### src/rtl/mem_req_initiator.sv
// mem_req_initiator: turns a valid/ready command stream into registered memory-pin activity and buffers read responses
module mem_req_initiator #(
    parameter int ADDR_W    = 4,
    parameter int DATA_W    = 8,
    parameter int RSP_DEPTH = 4
) (
    input  logic              clk,
    input  logic              rst_n,
    input  logic              cmd_valid,
    output logic              cmd_ready,
    input  logic              cmd_wr,
    input  logic [ADDR_W-1:0] cmd_addr,
    input  logic [DATA_W-1:0] cmd_wdata,
    output logic              rsp_valid,
    input  logic              rsp_ready,
    output logic [DATA_W-1:0] rsp_rdata,
    output logic [ADDR_W-1:0] rsp_addr,
    output logic              mem_wr_rdn,
    output logic [ADDR_W-1:0] mem_addr,
    output logic [DATA_W-1:0] mem_wdata,
    input  logic [DATA_W-1:0] mem_rdata
);

    localparam int PW = $clog2(RSP_DEPTH);
    localparam int CW = PW + 1;
    localparam int OW = PW + 2;
    localparam logic [OW-1:0] DEPTH_O = OW'(RSP_DEPTH);

    logic [DATA_W-1:0] fifo_data [RSP_DEPTH];
    logic [ADDR_W-1:0] fifo_addr [RSP_DEPTH];
    logic [PW-1:0]     wp, rp;
    logic [CW-1:0]     cnt, cnt_nx;
    logic [OW-1:0]     occ_nx;
    logic              p1_vld, p2_vld;
    logic [ADDR_W-1:0] p1_addr, p2_addr;
    logic              rdy_q;
    logic              acc, acc_rd, push, pop;

    assign cmd_ready = rdy_q;

    // Handshakes and the occupancy the next cycle will see (buffered plus still in the read pipe)
    always_comb begin
        acc       = cmd_valid & rdy_q;
        acc_rd    = acc & ~cmd_wr;
        push      = p2_vld;
        rsp_valid = cnt != '0;
        pop       = rsp_valid & rsp_ready;
        cnt_nx    = cnt + CW'(push) - CW'(pop);
        occ_nx    = OW'(cnt_nx) + OW'(acc_rd) + OW'(p1_vld);
        rsp_rdata = rsp_valid ? fifo_data[rp] : '0;
        rsp_addr  = rsp_valid ? fifo_addr[rp] : '0;
    end

    // Memory pins: a command is presented for one cycle, idle cycles fall back to a harmless read
    always_ff @(posedge clk or negedge rst_n) begin
        if (!rst_n) begin
            mem_wr_rdn <= 1'b0;
            mem_addr   <= '0;
            mem_wdata  <= '0;
        end else begin
            mem_wr_rdn <= acc & cmd_wr;
            if (acc) mem_addr <= cmd_addr;
            if (acc & cmd_wr) mem_wdata <= cmd_wdata;
        end
    end

    // Read tracking: stage 1 while the memory samples, stage 2 while its data is on mem_rdata
    always_ff @(posedge clk or negedge rst_n) begin
        if (!rst_n) begin
            p1_vld  <= 1'b0;
            p2_vld  <= 1'b0;
            p1_addr <= '0;
            p2_addr <= '0;
        end else begin
            p1_vld  <= acc_rd;
            p2_vld  <= p1_vld;
            if (acc_rd) p1_addr <= cmd_addr;
            p2_addr <= p1_addr;
        end
    end

    // FIFO pointers, count, and admission; ready is the registered view of next-cycle occupancy
    always_ff @(posedge clk or negedge rst_n) begin
        if (!rst_n) begin
            wp    <= '0;
            rp    <= '0;
            cnt   <= '0;
            rdy_q <= 1'b0;
        end else begin
            if (push) wp <= wp + 1'b1;
            if (pop) rp <= rp + 1'b1;
            cnt   <= cnt_nx;
            rdy_q <= occ_nx < DEPTH_O;
        end
    end

    // FIFO storage; stale entries are never visible because the outputs are gated by rsp_valid
    always_ff @(posedge clk) begin
        if (push) begin
            fifo_data[wp] <= mem_rdata;
            fifo_addr[wp] <= p2_addr;
        end
    end

endmodule

### config.mk
export PLATFORM = sky130hd
export DESIGN_NAME = mem_req_initiator
export DESIGN_NICKNAME = d
export VERILOG_FILES = /design/src/rtl/mem_req_initiator.sv
export SDC_FILE = /design/constraint.sdc
export NUM_CORES = 1
export LEC_CHECK = 0
export CELL_PAD_IN_SITES_DETAIL_PLACEMENT = 1
export CELL_PAD_IN_SITES_GLOBAL_PLACEMENT = 2
export CORE_MARGIN = 4
export CORE_UTILIZATION = 30
export DETAILED_ROUTE_END_ITERATION = 8
export GPL_TIMING_DRIVEN = 0
export PLACE_DENSITY_LB_ADDON = 0.1
export SLEW_MARGIN = 10
export SYNTH_ARGS = -nofsm -noshare
export SYNTH_HDL_FRONTEND = slang
export SYNTH_SLANG_ARGS = --single-unit
### constraint.sdc
create_clock -name clk -period 2.5 [get_ports clk]
set_input_delay 0.625 -clock clk [delete_from_list [all_inputs] [get_ports clk]]
set_output_delay 0.625 -clock clk [all_outputs]
set_load 0.01 [all_outputs]
Word level (Yosys, flattened, before mapping)
Memory sizes are Yosys's and may differ from the RTL's.
Cells that the tools add are included.
{ "totals": {"ff_bits": 31, "latchBits": 0, "ram_bits": 48, "romBits": 0, "in_bits": 25, "out_inout_bits": 27, "elab_cells": 30, "n_memories": 2} }
{ "memory_table": {"columns": ["memory", "words", "word_bits", "rd", "rd_clocked_by_memory_dff", "wr", "line_no", "source"], "rows": [
  ["fifo_data", 4, 8, 1, 0, 1, "29", "logic [DATA_W-1:0] fifo_data [RSP_DEPTH];"],
  ["fifo_addr", 4, 4, 1, 0, 1, "30", "logic [ADDR_W-1:0] fifo_addr [RSP_DEPTH];"]
]} }
{ "classes": {"addsub": 6, "multipliers": 0, "div_mod_pow": 0, "magnitude_cmp": 1, "eq_ne": 0, "shift": 0, "n_mux": 4, "n_bitwise": 5, "reduce_logical": 1} }
{ "op_table": {"columns": ["cell", "n"], "rows": [
  ["$mux W8", 1],
  ["$add A2 B1 Y2 const B", 2],
  ["$add A3 B1 Y4", 1],
  ["$add A4 B1 Y4", 1],
  ["$and A1 B1 Y1", 4],
  ["$lt A4 B3 Y1 const B", 1],
  ["$mux W4", 1],
  ["$add A3 B1 Y3", 1],
  ["$reduce_bool A3 Y1", 1],
  ["$sub A3 B1 Y3", 1],
  ["$mux W1", 2],
  ["$not A1 Y1", 1]
]} }

Logic depth before layout (Yosys ltp)
{ "logic_depth": {"ltp_word": 6, "ltp_mapped": 10} }

Worst setup path before layout
No wires, ideal clock.
{ "synth_path": {"path_kind": "reg2reg", "startpoint": "reg cnt[1]", "endpoint": "reg rdy_q, in the netlist cmd_ready", "arrival_time_ns": 2.195, "required_time_ns": 2.375, "slack_ns": 0.180, "path_stages_with_launch": 11, "path_buffers": 0, "cell_sequence": "dfrtp_1 or3_1 and2_1 ha_1 inv_1 ha_1 inv_1 fa_1 xnor2_1 xnor2_1 a21oi_1"} }
{ "synth_via": {"elab_chain_len": 6, "elab_cells_between_ends": 7, "cone_classes": "4 x add/sub; 1 x order compare; 1 x bitwise; 1 x reduce/logical"} }
{ "synth_rtl": {"columns": ["element", "line_no", "source"], "rows": [
  ["from (decl)", "32", "logic [CW-1:0] cnt, cnt_nx;"],
  ["from (signal assigned)", "92", "cnt <= cnt_nx;"],
  ["$reduce_bool A3 Y1", "46", "rsp_valid = cnt != '0;"],
  ["$and A1 B1 Y1", "47", "pop = rsp_valid & rsp_ready;"],
  ["net pop", "37", "logic acc, acc_rd, push, pop;"],
  ["$sub A3 B1 Y3", "48", "cnt_nx = cnt + CW'(push) - CW'(pop);"],
  ["net cnt_nx[2]", "32", null],
  ["$add A3 B1 Y4", "49", "occ_nx = OW'(cnt_nx) + OW'(acc_rd) + OW'(p1_vld);"],
  ["$add A4 B1 Y4", "49", null],
  ["$lt A4 B3 Y1", "93", "rdy_q <= occ_nx < DEPTH_O;"],
  ["to (signal assigned)", "93", null],
  ["to (decl)", "36", "logic rdy_q;"]
]} }
The timed path passes the listed nets, and every way through them passes these cells.
A chain may end at the register's enable or synchronous reset.

Final worst setup path
{ "layout_path": {"startpoint": "reg rp[0]", "endpoint": "out rsp_addr[2]"} }
{ "layout_via": {"elab_chain_len": 2} }
{ "layout_rtl": {"columns": ["element", "line_no", "source"], "rows": [
  ["from (decl)", "31", "logic [PW-1:0] wp, rp;"],
  ["from (signal assigned)", "91", "if (pop) rp <= rp + 1'b1;"],
  ["$mem_v2 Z4 W4", null, null],
  ["$mux W4", "51", "rsp_addr = rsp_valid ? fifo_addr[rp] : '0;"],
  ["to (decl)", "17", "output logic [ADDR_W-1:0] rsp_addr,"]
]} }
No other way between the ends.

==> reports/metrics.cfg <==
[floorplan]
die_h_um=109
initial_core_util=0.311
fp.dieW_um=109
rows=36
die_area_sq_mm=0.0119
ios=52
core_area_sq_mm=0.00986

[finish]
drive_above_1_share=0.301
diodes=0
final_core_util=0.403
final_area_sq_mm=0.00398
fin_nets=257
area_growth_syn_to_layout_pct=29.8

[clocking]
numCtsBuffers=9
clk_pin_slew_ns=0.09
clkLatencyLatePin_ns=0.34
cts_tree=done
cts_max_level=3
clock_path_buffers=2
clockRootBuffer=clkbuf_8
clock_sinks=79

[synthesis]
synth_seq_area_share=0.724
synth_compound_area_frac=0.00572
synthMuxAreaShare=0.152
yosysTopAreaCellShare=0.471
async_reset_ff_frac=0.392
synth-simple-area-share=0.0449
synth.area.top_cells=edfxtp_1 (47%), dfrtp_1 (25%), mux2_2 (5.9%)
synthDistinctLibCells=22
ys.flop_type=edfxtp_1
synthMostInstantiatedCell=edfxtp_1
postSynthAreaPerCell_sq_um=19.3
synthXorXnorAreaFrac=0.0143
ys_ff_latch=79
synth_largest_area_cell=edfxtp_1
yosysWarnings=0
synth_top_family_by_area=multiplexers
netlist_area_sq_mm=0.00306
synth_adder_area_share=0.0351
synth_nets=192
yosys-top-cells-count=edfxtp_1 (48), dfrtp_1 (31), and2_1 (17)
synth_edf_count=48
synthCells=159

[critical_path]
r2r_slack_ns=0.14
crit_arrival_ns=1.79
endpoint_kind=primary output
critPathKind=reg2out
crit_path_start_kind=register
required_ns=1.88
cp_max_fo=6

[global_route]
grt_pass1_wl_um=9400
grt_antenna_before_repair=0
grt_use_total=0.107
grt-ovfl-total=0
grt_max_degree=32
grt_pass1_vias=1830

[timing]
rsz0062_at_grt=yes
fin_crit_ns=2.41
finalCritPeriodShare=0.965
setup_ws_ns=0.0867
hold_violations=0
holdWs_ns=0.326
worst_slew_pin_slew_ns=0.723
fin_skew_ns=0.00784
max_freq_mhz=414
maxSlewHeadroom=0.518
slew_violations=0
setup_viol=0

[min_path]
hold_class=in2async

[pwr]
power_density_mw_per_mm2=1150
peakVddDrop_uv=435
p_leak_nw=1.51
seqPwrFrac=0.417
p_clk_frac=0.212
p_sw_mw=1.37
p_total_mw=4.59
p_comb_frac=0.371
p_sw_frac=0.299
intPower_mw=3.22

[routing]
drc_errors=0
dr_total_vias=1553
routed_wl_um=5950
wl_met2_um=3160
wl_met3_um=317
drt-met1-wl_um=2440
drt_first_pass_iters=3
highest_layer=met4
ant_nets=0
via_per_inst=4.29
drtIter0Drc=16
wl_per_cell_um=16.4

[placement]
place_ws_ns=-0.220
placed_cell_area_sq_mm=0.00373
place_hpwl_um=4040
routabilityCongestion=0.630
io_buffers=51

[job]
drv_cap=0

[status]
outcome=finished, final reports clean

==> worst max-delay path: stages, from the launching register on <==
cell and delay, ns:
dfrtp_1 0.37, buf_6 0.16, clkbuf_16 0.16, mux4_2 0.48, and2_4 0.17, buf_6 0.11
==> power groups by stage <==
stage | clock network [mW] | registers [mW] | logic, mW
after floorplan | 0 | 1.94 | 0.853
after global placement | 0 | 1.91 | 1.61
after detailed placement | 0 | 1.95 | 1.65
after CTS | 1.00 | 1.92 | 1.60
after global routing | 1.07 | 1.96 | 1.87
final | 0.971 | 1.91 | 1.70
==> stage by stage <==
step / TNS [ns] / instances
global route: -0.0282 / 362
CTS: -0.0858 / 361
detailed placement: -0.398 / 343
floorplan: 0 / 159
global placement: -0.206 / 343
finish: 0 / 362
==> final timing paths <==
path,cells after the start,endpoint,startpoint
max,5,rsp_addr[2],rp[0]
min,1,mem_addr[0],rst_n
max reg2reg,10,cmd_ready,cnt[1]
min reg2reg,0,p2_addr[3],p1_addr[3]
max in group asynchronous,1,mem_wdata[1],rst_n
min in group clk,0,p2_addr[3],p1_addr[3]
==> flip-flops by register name, summed over array words and instances (netlist names) <==
register	count
fifo_data	32
fifo_addr	16
mem_wdata	8
mem_addr	4
p1_addr	4
p2_addr	4
cnt	3
rp	2
wp	2
cmd_ready	1
mem_wr_rdn	1
p1_vld	1
p2_vld	1
==> placed cells by master, fill, tap and decap left out, drive strengths merged <==
master	instances
clkdlybuf4s50	37
clkinv	2
clkbuf	12
or3	1
nand3	2
xnor2	3
a21oi	1
clkdlybuf4s15	3
inv	12
o21bai	1
dfrtp	31
and2	17
fa	1
nand3b	1
dlygate4sd2	1
bufinv	1
o21ai	1
edfxtp	48
nand2	2
mux2	16
mux4	12
clkinvlp	1
xor2	2
ha	7
buf	14
==> layout make-up <==
type | instances | area [sq um]
clock buffer | 9 | 124
timing repair buffer | 54 | 518
sequential | 79 | 2220
inverter | 9 | 33.8
buffer | 4 | 50.0
multi-input combinational | 67 | 786
fill | 967 | 5890
tap | 133 | 166
clock inverter | 7 | 80.1
==> kinds of logic (layout without fill, tap and decap cells) <==
| kind of cell | count (synthesis) | count (layout) |
|---|---|---|
| DFF | 79 | 79 |
| AOI/OAI and AO/OA | 3 | 3 |
| xor gates and xnor gates | 5 | 5 |
| buffers and inverters | 13 | 83 |
| and+or+nand+nor | 23 | 23 |
| muxes | 28 | 28 |
| adders and majority gates | 8 | 8 |
==> layer usage <==
layer | global-route usage | vias to the layer above
li1 | - | 716
met1 | 0.120 | 791
met2 | 0.193 | 44
met3 | 0.0349 | 2
met4 | 0.0352 | 0
met5 | 0 | -
==> timing repair <==
item / 4_1_cts / 5_1_grt
buffers inserted: 2 / 0
pin swaps: 3 / 6
gates resized for setup: 42 / 19
cloned: 0 / 1
hold buffers: 0 / 0
endpoints found under the hold margin: 0 / 0
setup endpoints to repair: 15 / 10
No activity file was read; power rests on OpenSTA's default activity.
